$ cat src/rtl/cond_flag_unit_if.sv
// rtl/cond_flag_unit_if.sv - execute-stage condition/flag control bundle between pipeline and cond_flag_unit
// SquashCnt exists only when COND_SQUASH_CNT_EN is defined.
interface cond_flag_unit_if #(
  parameter int CNT_W = 16
);
  logic       Valid;
  logic       Stall;
  logic       Flush;
  logic [3:0] Cond;
  logic [3:0] ALUFlags;
  logic [1:0] FlagW;
  logic       PCS;
  logic       RegW;
  logic       MemW;
  logic       NoWrite;
  logic [3:0] Flags;
  logic       CondEx;
  logic       PCSrc;
  logic       RegWrite;
  logic       MemWrite;
  logic       OutValid;
`ifdef COND_SQUASH_CNT_EN
  logic [CNT_W-1:0] SquashCnt;
`endif

  modport master (
`ifdef COND_SQUASH_CNT_EN
    input  SquashCnt,
`endif
    output Valid, Stall, Flush, Cond, ALUFlags, FlagW, PCS, RegW, MemW, NoWrite,
    input  Flags, CondEx, PCSrc, RegWrite, MemWrite, OutValid
  );

  modport slave (
`ifdef COND_SQUASH_CNT_EN
    output SquashCnt,
`endif
    input  Valid, Stall, Flush, Cond, ALUFlags, FlagW, PCS, RegW, MemW, NoWrite,
    output Flags, CondEx, PCSrc, RegWrite, MemWrite, OutValid
  );
endinterface

$ cat src/rtl/cond_flag_unit.sv
// rtl/cond_flag_unit.sv - NZCV flag register, condition evaluation and write-enable gating
// Optional squashed-instruction counter enabled by COND_SQUASH_CNT_EN.
module cond_flag_unit #(
  parameter logic [3:0] FLAG_RST = 4'b0000,
  parameter int          CNT_W    = 16
) (
  input  logic             clk,
  input  logic             reset,
  cond_flag_unit_if.slave  bus
);

  logic [3:0] flags_q;
  logic       n, z, c, v;
  logic       cond_ex;
  logic       exec;
  logic       pcsrc_q, regwrite_q, memwrite_q, outvalid_q;

  assign {n, z, c, v} = flags_q;

  // Evaluated against the stored flags only; the current ALUFlags are never forwarded.
  always_comb begin
    cond_ex = 1'b0;
    case (bus.Cond)
      4'b0000: cond_ex = z;
      4'b0001: cond_ex = ~z;
      4'b0010: cond_ex = c;
      4'b0011: cond_ex = ~c;
      4'b0100: cond_ex = n;
      4'b0101: cond_ex = ~n;
      4'b0110: cond_ex = v;
      4'b0111: cond_ex = ~v;
      4'b1000: cond_ex = c & ~z;
      4'b1001: cond_ex = ~c | z;
      4'b1010: cond_ex = (n == v);
      4'b1011: cond_ex = (n != v);
      4'b1100: cond_ex = ~z & (n == v);
      4'b1101: cond_ex = z | (n != v);
      4'b1110: cond_ex = 1'b1;
      default: cond_ex = 1'b0;
    endcase
  end

  assign exec = bus.Valid & cond_ex & ~bus.Flush & ~bus.Stall;

  always_ff @(posedge clk or posedge reset) begin
    if (reset) begin
      flags_q    <= FLAG_RST;
      pcsrc_q    <= 1'b0;
      regwrite_q <= 1'b0;
      memwrite_q <= 1'b0;
      outvalid_q <= 1'b0;
    end else if (!bus.Stall) begin
      if (exec && bus.FlagW[1]) flags_q[3:2] <= bus.ALUFlags[3:2];
      if (exec && bus.FlagW[0]) flags_q[1:0] <= bus.ALUFlags[1:0];
      pcsrc_q    <= bus.PCS & exec;
      regwrite_q <= bus.RegW & ~bus.NoWrite & exec;
      memwrite_q <= bus.MemW & exec;
      outvalid_q <= bus.Valid & ~bus.Flush;
    end
  end

  assign bus.Flags    = flags_q;
  assign bus.CondEx   = cond_ex;
  assign bus.PCSrc    = pcsrc_q;
  assign bus.RegWrite = regwrite_q;
  assign bus.MemWrite = memwrite_q;
  assign bus.OutValid = outvalid_q;

`ifdef COND_SQUASH_CNT_EN
  logic [CNT_W-1:0] squash_cnt_q;
  logic             squash;

  assign squash = bus.Valid & ~cond_ex & ~bus.Flush & ~bus.Stall;

  // Saturating: a stuck-at-max counter is more useful to software than a wrapped one.
  always_ff @(posedge clk or posedge reset) begin
    if (reset) begin
      squash_cnt_q <= '0;
    end else if (squash && (squash_cnt_q != {CNT_W{1'b1}})) begin
      squash_cnt_q <= squash_cnt_q + 1'b1;
    end
  end

  assign bus.SquashCnt = squash_cnt_q;
`endif

endmodule

$ cat src/flat_wrapper.sv
// flat-port wrapper written by rule: the top's interface ports become plain ports
module cond_flag_unit_flat 
#(
  parameter logic [3:0] FLAG_RST = 4'b0000,
  parameter int          CNT_W    = 16
)
  (clk, reset, bus_Valid, bus_Stall, bus_Flush, bus_Cond, bus_ALUFlags, bus_FlagW, bus_PCS, bus_RegW, bus_MemW, bus_NoWrite, bus_Flags, bus_CondEx, bus_PCSrc, bus_RegWrite, bus_MemWrite, bus_OutValid);
  cond_flag_unit_if #(.CNT_W(CNT_W)) bus_i ();
  input  logic clk;
  input  logic reset;
  input wire logic [$bits(bus_i.Valid)-1:0] bus_Valid;
  input wire logic [$bits(bus_i.Stall)-1:0] bus_Stall;
  input wire logic [$bits(bus_i.Flush)-1:0] bus_Flush;
  input wire logic [$bits(bus_i.Cond)-1:0] bus_Cond;
  input wire logic [$bits(bus_i.ALUFlags)-1:0] bus_ALUFlags;
  input wire logic [$bits(bus_i.FlagW)-1:0] bus_FlagW;
  input wire logic [$bits(bus_i.PCS)-1:0] bus_PCS;
  input wire logic [$bits(bus_i.RegW)-1:0] bus_RegW;
  input wire logic [$bits(bus_i.MemW)-1:0] bus_MemW;
  input wire logic [$bits(bus_i.NoWrite)-1:0] bus_NoWrite;
  output wire logic [$bits(bus_i.Flags)-1:0] bus_Flags;
  output wire logic [$bits(bus_i.CondEx)-1:0] bus_CondEx;
  output wire logic [$bits(bus_i.PCSrc)-1:0] bus_PCSrc;
  output wire logic [$bits(bus_i.RegWrite)-1:0] bus_RegWrite;
  output wire logic [$bits(bus_i.MemWrite)-1:0] bus_MemWrite;
  output wire logic [$bits(bus_i.OutValid)-1:0] bus_OutValid;
  assign bus_i.Valid = bus_Valid;
  assign bus_i.Stall = bus_Stall;
  assign bus_i.Flush = bus_Flush;
  assign bus_i.Cond = bus_Cond;
  assign bus_i.ALUFlags = bus_ALUFlags;
  assign bus_i.FlagW = bus_FlagW;
  assign bus_i.PCS = bus_PCS;
  assign bus_i.RegW = bus_RegW;
  assign bus_i.MemW = bus_MemW;
  assign bus_i.NoWrite = bus_NoWrite;
  assign bus_Flags = bus_i.Flags;
  assign bus_CondEx = bus_i.CondEx;
  assign bus_PCSrc = bus_i.PCSrc;
  assign bus_RegWrite = bus_i.RegWrite;
  assign bus_MemWrite = bus_i.MemWrite;
  assign bus_OutValid = bus_i.OutValid;
  cond_flag_unit #(.FLAG_RST(FLAG_RST), .CNT_W(CNT_W)) u_core (.clk(clk), .reset(reset), .bus(bus_i));
endmodule
$ cat config.mk
export PLATFORM = sky130hd
export DESIGN_NAME = cond_flag_unit_flat
export DESIGN_NICKNAME = d
export VERILOG_FILES = /design/src/rtl/cond_flag_unit_if.sv /design/src/rtl/cond_flag_unit.sv /design/src/flat_wrapper.sv
export SDC_FILE = /design/constraint.sdc
export NUM_CORES = 1
export LEC_CHECK = 0
export BUFFER_PORTS_ARGS = -buffer_cell sky130_fd_sc_hd__buf_2
export CAP_MARGIN = 40
export CELL_PAD_IN_SITES_DETAIL_PLACEMENT = 1
export CELL_PAD_IN_SITES_GLOBAL_PLACEMENT = 2
export CORE_UTILIZATION = 25
export CTS_CLUSTER_SIZE = 25
export DETAILED_ROUTE_END_ITERATION = 8
export PLACE_DENSITY = 0.85
export SLEW_MARGIN = 40
export SYNTH_ARGS = -nofsm -noshare
export SYNTH_HDL_FRONTEND = slang
export SYNTH_SLANG_ARGS = --single-unit
$ cat constraint.sdc
create_clock -name clk -period 3 [get_ports clk]
set_clock_uncertainty 0.2 [all_clocks]
set_input_delay 0.15 -clock clk [delete_from_list [all_inputs] [get_ports clk]]
set_output_delay 0.15 -clock clk [all_outputs]
set_load 0.005 [all_outputs]
### Word-level counts from Yosys, hierarchy flattened

Cells that the tools add are included.

| cells by class | value |
|---|---|
| add/sub/neg operators | 0 |
| multiply operators | 0 |
| divide/modulo/power cells | 0 |
| magnitude comparators | 0 |
| eq/ne operators | 16 |
| shifts and indexed selects | 0 |
| mux-type cells | 1 |
| bitwise logic cells | 19 |
| reductions and logical operators | 5 |

Operators by type and width:

| kind | count |
|---|---|
| 4-bit equality test, second input constant | 7 |
| 4-bit by 3-bit equality test with 1-bit output, second input constant | 4 |
| 1-bit one-hot mux with 15 select lines | 1 |
| 1-bit bitwise AND | 10 |
| 4-bit by 2-bit equality test with 1-bit output, second input constant | 2 |
| 1-bit NOT | 7 |
| 4-bit by 1-bit equality test with 1-bit output, second input constant | 1 |
| 4-bit logical NOT | 1 |
| 2-bit AND reduction | 2 |
| 1-bit logical AND | 2 |
| 1-bit OR | 2 |
| 1-bit equality test | 1 |
| 1-bit != test | 1 |

| storage, ports and cells | value |
|---|---|
| flip-flop bits (word level) | 8 |
| bits in latches | 0 |
| memory bits (writable) | 0 |
| memory bits (read-only) | 0 |
| output and inout port bits | 9 |
| logic and storage cells | 47 |
| memories | 0 |

### Logic depth before layout (Yosys ltp)

| depth | value |
|---|---|
| depth in word-level cells | 8 |
| gate-level depth with buffers | 6 |
| mapped depth without buffers | 5 |

### Worst setup path after synthesis

OpenSTA, ideal clock, no wires.

| timing | value |
|---|---|
| path type | reg-to-reg |
| from | reg u_core.flags_q[3], in the netlist u_core.bus.Flags[3] |
| to | reg u_core.flags_q[0], in the netlist u_core.bus.Flags[0] |
| library setup time | 0.128 ns |
| arrival time | 1.630 ns |
| required time | 2.672 ns |
| setup slack | 1.043 ns |
| stages on the path, launching flop included | 6 |
| buffers on the path | 0 |
| clock period less this slack | 1.957 ns |
| cells stage by stage | dfrtp_1 xor3_1 o22ai_2 o32ai_4 a21oi_2 mux2_1 |

| between the ends | value |
|---|---|
| longest elaborated chain between the ends | 8 |
| elaborated cells between the ends (all ways) | 11 |

RTL lines:

| item | line | text |
|---|---|---|
| from (decl) | cond_flag_unit.sv:12 | `logic [3:0] flags_q;` |
| from (signal assigned) | cond_flag_unit.sv:53 | `if (exec && bus.FlagW[1]) flags_q[3:2] <= bus.ALUFlags[3:2];` |
| 1-bit != test or 1-bit equality test (tied branches) | n/a |  |
| 1-bit OR or 1-bit bitwise AND (tied branches) | cond_flag_unit.sv:37, cond_flag_unit.sv:36 |  |
| 1-bit one-hot mux with 15 select lines * | cond_flag_unit.sv:23 | `case (bus.Cond)` |
| 1-bit bitwise AND * (3 in a row) | cond_flag_unit.sv:43 | `assign exec = bus.Valid & cond_ex & ~bus.Flush & ~bus.Stall;` |
| 1-bit logical AND * | cond_flag_unit.sv:54 | `if (exec && bus.FlagW[0]) flags_q[1:0] <= bus.ALUFlags[1:0];` |
| 2-bit AND reduction (no line) * | n/a |  |

Mark *: on every way between the ends. The rest lies on a longest branch, timed or not.
A chain may end at the register's enable or synchronous reset.

### Worst setup path after layout

| timing | value |
|---|---|
| from | reg u_core.flags_q[0], in the netlist u_core.bus.Flags[0] |
| to | reg u_core.memwrite_q, in the netlist u_core.bus.MemWrite |

| between the ends | value |
|---|---|
| longest elaborated chain between the ends | 7 |
| elaborated cells between the ends (all ways) | 10 |

RTL lines:

| item | line | text |
|---|---|---|
| from (signal assigned) | cond_flag_unit.sv:54 |  |
| 1-bit != test or 1-bit equality test (tied branches) | n/a |  |
| 1-bit OR or 1-bit bitwise AND (tied branches) | cond_flag_unit.sv:37, cond_flag_unit.sv:36 |  |
| 1-bit one-hot mux with 15 select lines * | cond_flag_unit.sv:23 |  |
| 1-bit bitwise AND * (3 in a row) | cond_flag_unit.sv:43 |  |
| 1-bit bitwise AND * | cond_flag_unit.sv:57 | `memwrite_q <= bus.MemW & exec;` |
| to (signal assigned) | cond_flag_unit.sv:57 |  |
| to (decl) | cond_flag_unit.sv:16 | `logic pcsrc_q, regwrite_q, memwrite_q, outvalid_q;` |

Marks and branches as above.

==> results.md <==
| Step | Parameter | This run |
| --- | --- | --- |
| global route | Number of antenna violations at the first check in global routing | 0 |
| synth | Post-Synthesis Net Count | 64 |
| place | Area post-placement | 701 µm² |
| cts | Post-CTS clock slew at the launch and capture registers of the worst setup and hold paths | 0.06 ns |
| place | Last weighted congestion value of the routability-driven placer | 0.751 |
| sta | Worst rel slew slack | 54.4% |
| global route | Number of global-route vias before repair | 519 |
| synth | Number of instances in the synthesized netlist | 45 |
| synth | Compound-Gate Fraction of Synth Area | 20.7% |
| route | Wire length after detailed routing | 1430 µm |
| cts | Level count of the clock H-tree | 1 |
| power | Net Sw Frac | 32.0% |
| power | Internal cell power | 0.275 mW |
| synth | Synthesis warning total | 0 |
| power | Leakage dissipation | 0.402 nW |
| floorplan | Num rows | 16 |
| cts | Number of sinks driven by the clock tree | 8 |
| global route | Final global-route overflow total | 0 |
| route | Final antenna-violating net count | 0 |
| place | Placement Setup Slack | 0.958 ns |
| critical path | Arrival @ worst endpoint | 2.41 ns |
| status | Run status | finished clean |
| synth | Post-synthesis sequential element count | 8 |
| sta | Final sum of negative setup slack | 0 ns |
| cells and area | Most frequent standard cell in the layout excluding fill and tap cells | sky130_fd_sc_hd__buf_2 |
| synth | Largest cells by area after synthesis | sky130_fd_sc_hd__dfrtp_1, sky130_fd_sc_hd__mux2_1, sky130_fd_sc_hd__a32o_1 |
| route | 1st-pass router iterations | 1 |
| power | Cell area power density | 492 nW/µm² |
| critical path | Data required time of the worst path | 2.93 ns |
| sta | Final setup margin | 0.522 ns |
| route | Avg WL per Cell | 12.9 µm |
| route | Via-per-instance ratio | 4.51 |
| cells and area | P&R area growth vs syn | 53.4% |
| route | Vias after detailed routing | 501 |
| power | Switching Power | 0.130 mW |
| cells and area | Layout cell share with drive strength beyond 1 | 45.2% |
| cells and area | Nets | 105 |
| min path | Path category of the worst min-delay check | in -> reg |
| synth | Simple logic cell fraction of the synthesized area | 18.2% |
| critical path | Worst reg2reg setup slack | 0.52 ns |
| sta | Maximum achievable frequency | 0.403 GHz |
| synth | Post-synthesis cell type count | 25 |
| synth | Fraction of post-synthesis cell area in the top cell type by area | 37.3% |
| route | Drt initial violations | 0 |
| cells and area | Antenna diode instance count | 0 |
| cells and area | Commonest non-fill, non-tap cells in the layout | sky130_fd_sc_hd__buf_2, sky130_fd_sc_hd__dlygate4sd3_1, sky130_fd_sc_hd__dfrtp_1, sky130_fd_sc_hd__mux2_1 |
| synth | Synth Area per Inst | 11.9 µm² |
| route | DRC errors left | 0 |
| global route | First-pass GRT wire length | 2390 µm |
| cells and area | Number of fill cells | 230 |
| global route | Total GRT Usage | 13.4% |
| synth | Synth Area in Adders | 0% |
| global route | Pin count of the biggest net entering global routing | 10 |
| synth | Netlist area before placement | 537 µm² |
| cells and area | Footprint of the multi-input gates | 328 µm² |
| floorplan | Die boundary width | 48.3 µm |
| cts | Root Driver | sky130_fd_sc_hd__clkbuf_4 |
| cts | Number of setup buffers added after CTS | 0 |
| critical path | CP max FO | 5 |
| synth | Top cell type by total area after synthesis | sky130_fd_sc_hd__dfrtp_1 |
| power | Sequential group share of total power | 38.3% |
| cts | Clock buffer count from CTS | 3 |
| cells and area | Post-route cell area | 823 µm² |
| cts | Clock tree from TritonCTS | done |
| synth | Sequential fraction of the synthesis area | 37.3% |
| sta | Hold Fails Final Rpt | 0 |
| cells and area | Area occupied by registers | 200 µm² |
| job | Maxcap violations | 0 |
| floorplan | Starting utilization of the core area | 27.1% |
| cts | Bufs on Longest Clock Path | 2 |
| critical path | Critical-path top delay cell | sky130_fd_sc_hd__dlygate4sd3_1 |
| floorplan | Count of pins on the block boundary | 28 |
| power | Highest ir drop seen on vdd | 0.368 mV |
| sta | Final Max Tran Viols | 0 |
| floorplan | Die height | 48.3 µm |
| critical path | Critical-path cell list | xnor2_1, a22oi_1, mux2i_2, nand2_2, a32o_1, dlygate4sd3_1 |
| critical path | Startpoint type of the worst setup path | register |
| sta | Final worst path period need | 2.48 ns |
| power | Combinational share of power | 41.4% |
| sta | Number of endpoints failing setup at the final stage | 0 |
| sta | Worst Tran Pin Value | 0.682 ns |
| critical path | Critical path start-end classification | reg -> reg |
| sta | Post-Route Hold Slack | 0.0822 ns |
| sta | Final period util | 82.6% |
| synth | Synth Area in XOR/XNOR | 9.32% |
| critical path | CP Capture Type | register |
| critical path | Largest stage delay on the critical path | 0.56 ns |
| floorplan | Die footprint | 2340 µm² |
| sta | Setup repair after global routing missed its margin | no |
| power | Portion of total power attributed to the clock network | 20.2% |
| cts | Clock insertion delay at the later pin of the skew report | 0.24 ns |
| synth | Mux share of post-synthesis cell area | 12.8% |
| cells and area | Layout Utilization | 41.5% |
| synth | Combinational family with the most area after synthesis | compound AO/OA/AOI/OAI gates |
| cts | Post-cts sizing count | 0 |
| place | Number of port buffers | 27 |
| floorplan | Std-Cell Core Area | 1980 µm² |
==> sequential cells by signal (all words and copies together) (netlist names) <==
name                 flops
u_core.bus.MemWrite      1
u_core.bus.Flags         4
u_core.bus.RegWrite      1
u_core.bus.OutValid      1
u_core.bus.PCSrc         1
==> per-layer routing <==
| layer | routed length [µm] | part of all wire [%] | global-route usage (%) |
|---|---|---|---|
| met5 | 0 | 0 | 0 |
| met4 | 5 | 0.35 | 5.88 |
| met3 | 53 | 3.7 | 2.20 |
| met2 | 720 | 50 | 21.6 |
| met1 | 650 | 45 | 17.5 |
==> layout make-up <==
| class | count | area share (%) |
|---|---|---|
| timing repair buffer | 37 | 28.6 |
| clock buffer | 3 | 2.74 |
| sequential | 8 | 24.3 |
| multi-input combinational | 35 | 39.8 |
| inverter | 1 | 0.456 |
| tap | 27 | 4.10 |
==> kinds of logic (layout without fill, tap and decap cells) <==
logic type,after synthesis,in the layout
and+or+nand+nor,15,15
DFF,8,8
muxes,6,6
buffers and inverters,2,41
AOI/OAI and AO/OA,10,10
xor gates and xnor gates,4,4
==> per-stage QoR <==
step / power [mW] / std cells
2_1_floorplan: 0.260 / 45
3_3_place_gp: 0.311 / 98
3_5_place_dp: 0.315 / 98
4_1_cts: 0.409 / 111
5_1_grt: 0.433 / 111
6_report: 0.405 / 111
==> critical path, delay by kind of cell (launching register included) <==
| family | cells | cell delay (ns) |
|---|---|---|
| mux | 1 | 0.38 |
| xor+xnor | 1 | 0.16 |
| simple gates | 1 | 0.13 |
| compound gates | 2 | 0.51 |
| buf+inv | 1 | 0.56 |
| flops | 1 | 0.44 |
==> repair_timing <==
item | in CTS | in global routing
hold buffers | 10 | 0
hold endpoints to repair | 16 | 0
setup endpoints to repair | 0 | 0
==> synth_stat cells, drive strengths merged <==
library cell	n
buf	1
or2b	1
nand2b	1
and3b	3
dfrtp	8
a22oi	1
a32o	3
nor3b	2
mux2i	2
o22ai	1
nor2b	2
nand2	4
xor3	1
a21oi	2
o221ai	1
mux2	4
nor3	1
xnor2	3
inv	1
a21o	1
or2	1
o32ai	1
==> path summary, 6_finish.rpt <==
path                                                       from                               to  cells past startpoint
worst max-delay path            u_core.bus.Flags[0]$_DFFE_PP0P_  u_core.bus.MemWrite$_DFFE_PP0N_                      6
worst min-delay path                                   bus_RegW  u_core.bus.RegWrite$_DFFE_PP0N_                      3
worst max register to register  u_core.bus.Flags[0]$_DFFE_PP0P_  u_core.bus.MemWrite$_DFFE_PP0N_                      6
worst min register to register  u_core.bus.OutValid$_DFFE_PP0N_  u_core.bus.OutValid$_DFFE_PP0N_                      1
max in group asynchronous                                 reset  u_core.bus.Flags[2]$_DFFE_PP0P_                      3
min in group asynchronous                                 reset     u_core.bus.PCSrc$_DFFE_PP0N_                      3
==> power groups by stage <==
stage	logic [mW]	clock network, mW	registers (mW)
3_3_place_gp	0.155	0	0.156
4_1_cts	0.168	0.0860	0.156
2_1_floorplan	0.105	0	0.154
5_1_grt	0.185	0.0886	0.160
6_report	0.168	0.0820	0.155
3_5_place_dp	0.157	0	0.157
(Power assumes the default switching activity.)
